===== config.mk =====
export PLATFORM = sky130hd
export DESIGN_NAME = fp_mul_booth_seq_flat
export DESIGN_NICKNAME = d
export VERILOG_FILES = /design/src/rtl/fp_mul_booth_seq_pkg.sv /design/src/rtl/fp_mul_booth_seq_if.sv /design/src/rtl/fp_mul_booth_enc.sv /design/src/rtl/fp_mul_booth_seq.sv /design/src/flat_wrapper.sv
export SDC_FILE = /design/constraint.sdc
export NUM_CORES = 1
export LEC_CHECK = 0
export CORE_ASPECT_RATIO = 1.75
export CORE_MARGIN = 5
export CORE_UTILIZATION = 55
export DETAILED_ROUTE_END_ITERATION = 8
export PLACE_DENSITY = 0.84
export SETUP_SLACK_MARGIN = 0.2
export SKIP_CTS_REPAIR_TIMING = 1
export SYNTH_ARGS = -nofsm -noshare
export SYNTH_HDL_FRONTEND = slang
export SYNTH_HIERARCHICAL = 1
export SYNTH_SLANG_ARGS = --single-unit

===== constraint.sdc =====
create_clock -name clk -period 4.8 [get_ports clk]
set_input_delay 1.44 -clock clk [delete_from_list [all_inputs] [get_ports clk]]
set_output_delay 1.44 -clock clk [all_outputs]
set_load 0.01 [all_outputs]

===== src/rtl/fp_mul_booth_seq_pkg.sv =====
// Shared sizing, FSM state type and radix-4 Booth digit decode for the
// sequential FP significand multiplier.
package fp_mul_pkg;

    localparam int EXP_W = 8;
    localparam int MAN_W = 23;
    localparam int BIAS  = 127;
    localparam int N_DIG = (MAN_W + 3) / 2;
    localparam int FP_W  = EXP_W + MAN_W + 1;

    typedef enum logic [1:0] {
        IDLE,
        CALC,
        DONE
    } state_t;

    typedef logic signed [2:0] booth_digit_t;

    // Triplet is {b[2i+1], b[2i], b[2i-1]}
    function automatic booth_digit_t booth_decode(input logic [2:0] trip);
        case (trip)
            3'b001, 3'b010: return 3'sd1;
            3'b011:         return 3'sd2;
            3'b100:         return -3'sd2;
            3'b101, 3'b110: return -3'sd1;
            default:        return 3'sd0;
        endcase
    endfunction

endpackage


===== src/rtl/fp_mul_booth_seq_if.sv =====
// Operand/result handshake bundle between the unpacker upstream, the Booth
// multiplier and the normalizer downstream.
interface fp_mul_booth_seq_if;
    import fp_mul_pkg::*;

    logic                          in_valid;
    logic                          in_ready;
    logic [FP_W-1:0]               fp_X;
    logic [FP_W-1:0]               fp_Y;
    logic                          out_valid;
    logic                          out_ready;
    logic [2*(MAN_W+1)-1:0]        frc_Z_full;
    logic                          sign_Z;
    logic signed [EXP_W+1:0]       exp_Z_pre;
    logic                          zero_Z;
    logic                          nif_Z;

    modport master (
        output in_valid, fp_X, fp_Y, out_ready,
        input  in_ready, out_valid, frc_Z_full, sign_Z, exp_Z_pre, zero_Z, nif_Z
    );

    modport slave (
        input  in_valid, fp_X, fp_Y, out_ready,
        output in_ready, out_valid, frc_Z_full, sign_Z, exp_Z_pre, zero_Z, nif_Z
    );

endinterface


===== src/rtl/fp_mul_booth_enc.sv =====
// Radix-4 Booth partial product generator: maps a multiplier triplet and the
// multiplicand A to the signed product digit*A in -2A..+2A.
module fp_mul_booth_enc
    import fp_mul_pkg::*;
(
    input  logic [2:0]              triplet_i,
    input  logic [MAN_W:0]          a_i,
    output logic signed [MAN_W+2:0] pp_o
);

    logic signed [MAN_W+2:0] a_ext;

    assign a_ext = {2'b00, a_i};

    // NOTE: every always_comb output gets a default first so no path leaves it
    // unassigned and a latch cannot be inferred.
    always_comb begin
        pp_o = '0;
        case (booth_decode(triplet_i))
            3'sd1:   pp_o = a_ext;
            3'sd2:   pp_o = a_ext <<< 1;
            -3'sd1:  pp_o = -a_ext;
            -3'sd2:  pp_o = -(a_ext <<< 1);
            default: pp_o = '0;
        endcase
    end

endmodule


===== src/rtl/fp_mul_booth_seq.sv =====
// Iterative radix-4 Booth significand multiplier, one digit per cycle.
// Define MUL_BOOTH_EARLY_OUT_EN to skip iteration when an operand is flushed.
module fp_mul_booth_seq
    import fp_mul_pkg::*;
(
    input logic               clk,
    input logic               rst_n,
    fp_mul_booth_seq_if.slave bus
);

    localparam int SIG_W  = MAN_W + 1;
    localparam int HW     = SIG_W + 3;
    localparam int LW     = 2 * N_DIG;
    localparam int ACC_W  = HW + LW;
    localparam int BQ_W   = LW + 1;
    localparam int CNT_W  = $clog2(N_DIG + 1);
    localparam int PROD_W = 2 * SIG_W;

`ifdef MUL_BOOTH_EARLY_OUT_EN
    localparam bit EARLY_OUT = 1'b1;
`else
    localparam bit EARLY_OUT = 1'b0;
`endif

    state_t                  state_q, state_d;
    logic [CNT_W-1:0]        cnt_q, cnt_d;
    logic [SIG_W-1:0]        a_q, a_d;
    logic [BQ_W-1:0]         b_q, b_d;
    logic signed [ACC_W-1:0] acc_q, acc_d;
    logic                    sign_q, sign_d;
    logic signed [EXP_W+1:0] exp_q, exp_d;
    logic                    zero_q, zero_d;
    logic                    nif_q, nif_d;

    logic                    in_ready, out_valid;
    logic [EXP_W-1:0]        exp_x, exp_y;
    logic                    x_flush, y_flush;
    logic [SIG_W-1:0]        sig_x, sig_y;
    logic signed [MAN_W+2:0] pp;
    logic signed [HW-1:0]    hi_sum;
    logic signed [ACC_W-1:0] acc_step;

    assign exp_x   = bus.fp_X[FP_W-2 -: EXP_W];
    assign exp_y   = bus.fp_Y[FP_W-2 -: EXP_W];
    assign x_flush = (exp_x == '0);
    assign y_flush = (exp_y == '0);
    assign sig_x   = x_flush ? '0 : {1'b1, bus.fp_X[MAN_W-1:0]};
    assign sig_y   = y_flush ? '0 : {1'b1, bus.fp_Y[MAN_W-1:0]};

    fp_mul_booth_enc u_enc (
        .triplet_i (b_q[2:0]),
        .a_i       (a_q),
        .pp_o      (pp)
    );

    // Digit enters at weight 4^N_DIG; each shift of 2 brings digit i to 4^i.
    assign hi_sum   = $signed(acc_q[ACC_W-1 -: HW]) + HW'(pp);
    assign acc_step = {hi_sum, acc_q[LW-1:0]};

    always_comb begin
        state_d   = state_q;
        in_ready  = 1'b0;
        out_valid = 1'b0;
        case (state_q)
            IDLE: begin
                in_ready = 1'b1;
                if (bus.in_valid)
                    state_d = (EARLY_OUT && (x_flush || y_flush)) ? DONE : CALC;
            end
            CALC: begin
                if (cnt_q == CNT_W'(N_DIG - 1))
                    state_d = DONE;
            end
            DONE: begin
                out_valid = 1'b1;
                if (bus.out_ready)
                    state_d = IDLE;
            end
            default: state_d = IDLE;
        endcase
    end

    always_comb begin
        cnt_d  = cnt_q;
        a_d    = a_q;
        b_d    = b_q;
        acc_d  = acc_q;
        sign_d = sign_q;
        exp_d  = exp_q;
        zero_d = zero_q;
        nif_d  = nif_q;
        if (state_q == IDLE && bus.in_valid) begin
            a_d    = sig_x;
            b_d    = {{(BQ_W - SIG_W - 1){1'b0}}, sig_y, 1'b0};
            acc_d  = '0;
            cnt_d  = '0;
            sign_d = bus.fp_X[FP_W-1] ^ bus.fp_Y[FP_W-1];
            exp_d  = {2'b00, exp_x} + {2'b00, exp_y} - (EXP_W + 2)'(BIAS);
            zero_d = x_flush || y_flush;
            nif_d  = (&exp_x) || (&exp_y);
        end else if (state_q == CALC) begin
            acc_d = acc_step >>> 2;
            b_d   = b_q >> 2;
            cnt_d = cnt_q + CNT_W'(1);
        end
    end

    // NOTE: sequential state uses non-blocking assignments so every register
    // samples pre-edge values regardless of statement order.
    always_ff @(posedge clk or negedge rst_n) begin
        if (!rst_n) begin
            state_q <= IDLE;
            cnt_q   <= '0;
            a_q     <= '0;
            b_q     <= '0;
            acc_q   <= '0;
            sign_q  <= 1'b0;
            exp_q   <= '0;
            zero_q  <= 1'b0;
            nif_q   <= 1'b0;
        end else begin
            state_q <= state_d;
            cnt_q   <= cnt_d;
            a_q     <= a_d;
            b_q     <= b_d;
            acc_q   <= acc_d;
            sign_q  <= sign_d;
            exp_q   <= exp_d;
            zero_q  <= zero_d;
            nif_q   <= nif_d;
        end
    end

    assign bus.in_ready   = in_ready;
    assign bus.out_valid  = out_valid;
    assign bus.frc_Z_full = acc_q[PROD_W-1:0];
    assign bus.sign_Z     = sign_q;
    assign bus.exp_Z_pre  = exp_q;
    assign bus.zero_Z     = zero_q;
    assign bus.nif_Z      = nif_q;

endmodule

===== src/flat_wrapper.sv =====
// flat-port wrapper written by rule: the top's interface ports become plain ports
module fp_mul_booth_seq_flat import fp_mul_pkg::*;
  (clk, rst_n, bus_in_valid, bus_fp_X, bus_fp_Y, bus_out_ready, bus_in_ready, bus_out_valid, bus_frc_Z_full, bus_sign_Z, bus_exp_Z_pre, bus_zero_Z, bus_nif_Z);
  fp_mul_booth_seq_if bus_i ();
  input logic clk;
  input logic rst_n;
  input wire logic [$bits(bus_i.in_valid)-1:0] bus_in_valid;
  input wire logic [$bits(bus_i.fp_X)-1:0] bus_fp_X;
  input wire logic [$bits(bus_i.fp_Y)-1:0] bus_fp_Y;
  input wire logic [$bits(bus_i.out_ready)-1:0] bus_out_ready;
  output wire logic [$bits(bus_i.in_ready)-1:0] bus_in_ready;
  output wire logic [$bits(bus_i.out_valid)-1:0] bus_out_valid;
  output wire logic [$bits(bus_i.frc_Z_full)-1:0] bus_frc_Z_full;
  output wire logic [$bits(bus_i.sign_Z)-1:0] bus_sign_Z;
  output wire logic [$bits(bus_i.exp_Z_pre)-1:0] bus_exp_Z_pre;
  output wire logic [$bits(bus_i.zero_Z)-1:0] bus_zero_Z;
  output wire logic [$bits(bus_i.nif_Z)-1:0] bus_nif_Z;
  assign bus_i.in_valid = bus_in_valid;
  assign bus_i.fp_X = bus_fp_X;
  assign bus_i.fp_Y = bus_fp_Y;
  assign bus_i.out_ready = bus_out_ready;
  assign bus_in_ready = bus_i.in_ready;
  assign bus_out_valid = bus_i.out_valid;
  assign bus_frc_Z_full = bus_i.frc_Z_full;
  assign bus_sign_Z = bus_i.sign_Z;
  assign bus_exp_Z_pre = bus_i.exp_Z_pre;
  assign bus_zero_Z = bus_i.zero_Z;
  assign bus_nif_Z = bus_i.nif_Z;
  fp_mul_booth_seq u_core (.clk(clk), .rst_n(rst_n), .bus(bus_i));
endmodule

# Word level (Yosys, flattened, before mapping)
# Index checks and enable logic that the tools add are counted.
[word_totals] regBits=123 inputBits=68 out_inout_bits=63 wordCells=60
[op_classes] n_addsub=6 eq_ne=16 mux=16 bitwise_logic=1 n_reduce_logical=12
[op_table] cell="two-way mux 53 bit" count=2
[op_table] cell="one-hot mux 26 bit (4 select lines)" count=1
[op_table] cell="two-way mux 27 bit" count=2
[op_table] cell="two-way mux 24 bit" count=2
[op_table] cell="adder 27 x 26 -> 27 bit" count=1
[op_table] cell="negation 24 -> 26 bit" count=1
[op_table] cell="negation 25 -> 26 bit" count=1
[op_table] cell="zero test 8 bit" count=2
[op_table] cell="AND reduction 8 bit" count=2
[op_table] cell="equality test 3 bit (second input constant)" count=5
[op_table] cell="one-hot mux 3 bit (4 select lines)" count=1
[op_table] cell="subtractor 10 x 7 -> 10 bit (second input constant)" count=1
[op_table] cell="adder 8 x 8 -> 9 bit" count=1
[op_table] cell="equality test 3 x 2 -> 1 bit (second input constant)" count=3
[op_table] cell="two-way mux 4 bit" count=2
[op_table] cell="equality test 3 x 1 -> 1 bit (second input constant)" count=2
[op_table] cell="two-way mux 2 bit" count=3
[op_table] cell="one-hot mux 2 bit (3 select lines)" count=1
[op_table] cell="adder 4 x 1 -> 4 bit (second input constant)" count=1
[op_table] cell="equality test 4 bit (second input constant)" count=1
[op_table] cell="!= test 2 bit (second input constant)" count=2
[op_table] cell="OR reduction 2 bit" count=2
[op_table] cell="AND reduction 3 bit" count=1
[op_table] cell="equality test 2 x 1 -> 1 bit (second input constant)" count=1
[op_table] cell="8 further kinds" count=10

# Longest topological paths before layout
[depth] ltp_word=8 ltp_mapped=17 depth_no_buf=15

# By module
# Netlist, hierarchy kept.
[by_module_without_submodules] module="fp_mul_booth_seq" n_inst=1 cells_each=738 area_each_um2=6950.4 seq_area_each_um2=2977.9
[by_module_without_submodules] module="fp_mul_booth_enc" n_inst=1 cells_each=239 area_each_um2=1536.5 seq_area_each_um2=0.0

# Least setup slack after synthesis
# Ideal clock, no wire load.
[synth_path] path_kind="reg2reg" from="register u_core.a_q[16]" to="register u_core.acc_q[48]" setup_time_ns=0.069 t_arrival_ns=3.699 t_required_ns=4.731 slack_ns=1.032 stages_incl_launch_ff=14 n_path_buf=2 synth_period_minus_slack_ns=3.768 cell_sequence="dfrtp_1 buf_6 or4_1 buf_2 or4_4 nor4_4 mux2_1 a221o_2 ha_1 a21oi_1 and4_1 o21ai_0 a211o_1 nand3_1"
[synth_via] elab_chain_len=5 word_cells_on_any_way=6 cone_classes="add/sub (3); mux (3)"
[synth_rtl] element="start: declaration" line_no="fp_mul_booth_seq.sv:27" rtl="logic [SIG_W-1:0] a_q, a_d;"
[synth_rtl] element="start signal: assignment" line_no="fp_mul_booth_seq.sv:114" rtl="a_q <= '0;"
[synth_rtl] element="start signal: assignment" line_no="fp_mul_booth_seq.sv:124" rtl="a_q <= a_d;"
[synth_rtl] element="negation 25 -> 26 bit or negation 24 -> 26 bit (tied branches)" line_no="fp_mul_booth_enc.sv:23, fp_mul_booth_enc.sv:22"
[synth_rtl] element="one-hot mux 26 bit (4 select lines) *" line_no="fp_mul_booth_enc.sv:19" rtl="case (booth_decode(triplet_i))"
[synth_rtl] element="net u_core.pp[23]" line_no="fp_mul_booth_seq.sv:39" rtl="logic signed [MAN_W+2:0] pp;"
[synth_rtl] element="adder 27 x 26 -> 27 bit *" line_no="fp_mul_booth_seq.sv:57" rtl="assign hi_sum = $signed(acc_q[ACC_W-1 -: HW]) + HW'(pp);"
[synth_rtl] element="two-way mux 53 bit *" line_no="fp_mul_booth_seq.sv:101" rtl="end else if (state_q == CALC) begin"
[synth_rtl] element="two-way mux 53 bit *" line_no="fp_mul_booth_seq.sv:92" rtl="if (state_q == IDLE && bus.in_valid) begin"
[synth_rtl] element="end signal: assignment" line_no="fp_mul_booth_seq.sv:116" rtl="acc_q <= '0;"
[synth_rtl] element="end signal: assignment" line_no="fp_mul_booth_seq.sv:126" rtl="acc_q <= acc_d;"
[synth_rtl] element="end: declaration" line_no="fp_mul_booth_seq.sv:29" rtl="logic signed [ACC_W-1:0] acc_q, acc_d;"
# The timed path passes the listed nets; every way through them passes the cells marked *. The select of a mux whose other input is x is not followed.
# A chain may end at the register's enable or synchronous reset.

# Worst setup path after layout
# Ends and elaborated chain as after synthesis.

==> results by stage <==
Cells and area:
- The library cell used most frequently in the layout, excluding fill and tap cells, is sky130_fd_sc_hd__clkdlybuf4s50_1.
- Relative to the synthesized area, the layout overhead comes to 19.56%.
- In the layout the commonest cells are 129 x sky130_fd_sc_hd__clkdlybuf4s50_1, 120 x sky130_fd_sc_hd__nand2_1, 119 x sky130_fd_sc_hd__dfrtp_1, 97 x sky130_fd_sc_hd__o21ai_0, 70 x sky130_fd_sc_hd__nand3_1.
- In the final layout, the share of cells above drive strength 1 is 7.619%.
- The number of antenna diodes in the final layout is 0.
- Counting the fill cells in the layout gives 1305.
- In the final design database the tool counted 1151 nets.

Yosys:
- Yosys mapped the design onto 82 distinct sky130hd cell types.
- The register area share after synthesis is 35.09%.
- For this run, the number of Yosys warnings is 6.
- Synthesis produced a netlist with a net count of 1091.
- The number of instances in the synthesized netlist is 977.
- The predominant post-synthesis flop cell is sky130_fd_sc_hd__dfrtp_1.
- After synthesis the netlist holds a flip-flop and latch count of 119.
- The cell area that synthesis handed to floorplanning was 8487 sq um.
- After synthesis, the mean cell area works out to 8.687 sq um.
- Counting flops with a built-in enable in the synthesized netlist gives 0.
- The async set-or-reset flop fraction in the synthesized netlist is 100.0%.

Drt:
- The residual DRC count is 0.
- The count of nets left with antenna violations once routing finished came out at 0.
- In the final routed layout, each cell accounts on average for 19.04 microns.
- For this run, the detailed router's first-pass iteration total came to 6.
- In the routed layout, each cell is associated on average with a via count of 6.127.
- The post-detailed-routing wire length is 23540 microns.
- The via total after detailed routing is 7573.
- The violation count after the first detailed-route iteration is 405.

Worst hold path:
- The worst hold path startpoint is u_core/bus.nif_Z.
- The cell depth of the worst hold path is 2.
- The path with the worst hold slack has its endpoint at u_core/bus.nif_Z.
- The classification of the worst-slack hold path is reg -> reg.

Clocking:
- The clock tree from TritonCTS is built.
- The maximum level of the CTS H-tree is 4.
- The root buffer cell chosen for the clock tree is sky130_fd_sc_hd__clkbuf_16.
- The clock latency of the later-clocked register in the worst-skew pair is 0.41 ns.
- The number of sinks on the clock net is 119.
- The clock input transition at the sequential cells of the worst setup and hold paths is 0.06 ns.
- Counting the buffers created by CTS gives 17.
- The maximum root-to-sink buffer count is 2.

Power:
- The total leakage power is 0.004252 uW.
- For this design the ratio of total power to cell area is 913.0 nW/um^2.
- The switching fraction of total power is 47.59%.
- Cell internal power was estimated by the tool at 4856 uW.
- The post-route total power is 9265 uW.
- The worst IR drop on VDD is 438.0 uV.
- Per report_power, the clock group accounts for 14.2% of the total.
- Sequential cells account for 22.1% of the total power.
- In this run, the combinational gates consume 63.7% of the power.
- The analysis attributes to net switching a power of 4409 uW.

Worst setup path:
- For the worst setup path, the data required time is 5.14 ns.
- The critical-path maximum fanout is 10.
- Across all register-to-register paths, the minimum setup slack is 0.68 ns.
- The critical path is of the reg -> reg type.
- The endpoint identified for the worst register-to-register timing path is u_core/acc_q[48].
- The worst register-to-register path has a depth of 11.
- The largest individual stage delay along the critical path comes from the cell sky130_fd_sc_hd__or4_1.
- The endpoint type of the worst setup path is a flip-flop.
- At the worst endpoint, the arrival time is 4.46 ns.
- The worst register-to-register path begins at u_core/a_q[16].
- For this run, the slowest stage of the critical path takes 0.63 ns.
- The kind of start point of the critical path is a flip-flop.
- The critical path goes through or4_1 > or4_4 > nor4_4 > mux2_1 > a221o_2 > ha_1 > a21oi_1 > and4_1 > o21ai_0 > a211o_1 > nand3_1.

Die:
- 131 I/O pins were placed.
- The core footprint is 15310 sq um.
- Once the floorplan was initialized, standard cells occupied 55.42% of the core.
- The die is 174.3 microns tall.
- The floorplan die area is 18110 sq um.
- The die is 103.9 microns wide.
- The total number of placement rows is 60.

GRT:
- For this run the aggregate overflow at the end of global routing stands at 0.
- The combined global-route utilization of all metal layers is 25.62%.
- The number of antenna violations at the first check in global routing came to 0.
- Entering global routing, the biggest net connects 68 pins.
- The number of global-route vias before repair was 7611.
- The first-pass GRT wire length is 38140 microns.

STA:
- Counting I/O delays and the setup requirement, the final critical path takes 4.122 ns.
- For this run, the top clock speed supported by timing is 242.6 MHz.
- The number of hold violations in the final report is 0.
- On the final layout, the worst clock skew is 0.008746 ns.
- The number of pins with negative max-slew slack in the final report was 0.
- Summed over all failing endpoints, the final setup total negative slack is 0 ns.
- Of the available clock period, the critical path in the final layout requires 85.87%.
- The transition time at the pin with the least slew margin is 0.8756 ns.
- The total of endpoints with negative setup slack in the final report is 0.
- The relative slew slack is 41.62%.
- Setup repair after global routing left no endpoint under its margin.
- The final worst slack is 0.6785 ns.

Status:
- The run finished with clean final reports.

Placed design:
- The post-placement setup slack is 0.7251 ns.
- The congestion estimate from routability-driven global placement came to 0.9762.
- The count of port buffers added during placement is 130.
- Summed over all nets, the half-perimeter wirelength after detailed placement is 16840 microns.

Flow run:
- The count of maximum capacitance violations is 0.
-- worst max-delay path, delay by kind of cell (launching register included) --
family,cells,cell delay [ns]
AND/OR/NAND/NOR,5,1.73
multiplexers,1,0.35
AO/OA/AOI/OAI,4,1.12
flip-flops,1,0.49
adder cells (fa/ha/maj),1,0.37
-- cells in the mapped netlist, types with 22 or more instances --
master                       n  area (sq um)
sky130_fd_sc_hd__xnor2_1    22         192.7
sky130_fd_sc_hd__ha_1       44         550.5
sky130_fd_sc_hd__o21ai_0    97         485.5
sky130_fd_sc_hd__a22o_1     25         219.0
sky130_fd_sc_hd__inv_1      22         82.58
sky130_fd_sc_hd__dfrtp_1   119          2978
sky130_fd_sc_hd__clkbuf_1   43         161.4
sky130_fd_sc_hd__a21oi_1    48         240.2
sky130_fd_sc_hd__nand2_1   121         454.2
sky130_fd_sc_hd__nand3_1    70         350.3
sky130_fd_sc_hd__mux2i_1    30         300.3
sky130_fd_sc_hd__nor2_1     39         146.4
sky130_fd_sc_hd__xor2_1     22         192.7
sky130_fd_sc_hd__buf_4      49         367.9
-- logic make-up (layout without fill, tap and decap cells) --
kind of cell               after synthesis  after routing  synth area share, %
and+or+nand+nor                        323            323                19.02
AOI/OAI and AO/OA                      281            281                21.73
buffers and inverters                  131            204                8.727
DFF                                    119            119                35.09
adders and majority gates               46             46                6.959
xor gates and xnor gates                44             44                4.541
muxes                                   33             33                3.936
-- sequential cells by signal, summed over array words and instances (netlist names) --
signal / cells
u_core/cnt_q: 4
u_core/bus.exp_Z_pre: 10
u_core/bus.nif_Z: 1
u_core/bus.sign_Z: 1
u_core/b_q: 25
u_core/acc_q: 51
u_core/bus.zero_Z: 1
u_core/state_q: 2
u_core/a_q: 24
-- stage by stage --
stage          utilization, %  hold WS, ns  area [sq um]  instances
3_5_place_dp            62.34       0.4657          9547       1204
3_3_place_gp            62.34       0.4575          9547       1204
5_1_grt                 66.26       0.5076         10150       1236
6_report                66.26       0.4736         10150       1236
2_1_floorplan               -       0.4578          8487        977
4_1_cts                 66.26       0.4789         10150       1236
-- how the worst max path moves through the flow --
stage,from,to,slack (ns),cells past startpoint
2_1_floorplan,u_core/a_q[16],u_core/acc_q[48],1.03,13
3_3_place_gp,u_core/a_q[17],u_core/acc_q[48],0.71,11
3_5_place_dp,u_core/a_q[17],u_core/acc_q[48],0.73,11
4_1_cts,u_core/a_q[17],u_core/acc_q[48],0.70,11
5_1_grt,u_core/a_q[17],u_core/acc_q[48],0.46,11
6_report,u_core/a_q[16],u_core/acc_q[48],0.68,11
-- area by class of cell --
cell class / count / area (sq um) / area share (%)
clock buffer: 18 / 439.2 / 4.328
timing repair buffer: 149 / 1466 / 14.45
tap: 186 / 232.7 / 2.293
sequential: 119 / 2978 / 29.35
multi-input combinational: 727 / 4783 / 47.14
inverter: 23 / 86.33 / 0.8508
clock inverter: 14 / 161.4 / 1.591
-- routing by layer --
| metal | wire length (microns) | vias to the layer above | track usage (%) |
|---|---|---|---|
| li1 | - | 3646 | - |
| met1 | 8731 | 3622 | 27.14 |
| met2 | 12540 | 236 | 46.67 |
| met3 | 1064 | 69 | 5.017 |
| met4 | 1201 | 0 | 14.42 |
| met5 | 0 | - | 0 |
-- power by group through the flow --
stage	clock network [uW]	logic (uW)	registers [uW]
final	1320	5900	2050
after floorplan	0	4500	1870
after CTS	1340	5860	2050
after detailed placement	0	5820	2050
after global routing	1390	6440	2130
after global placement	0	5760	2040
No activity file was read; power rests on OpenSTA's default activity.
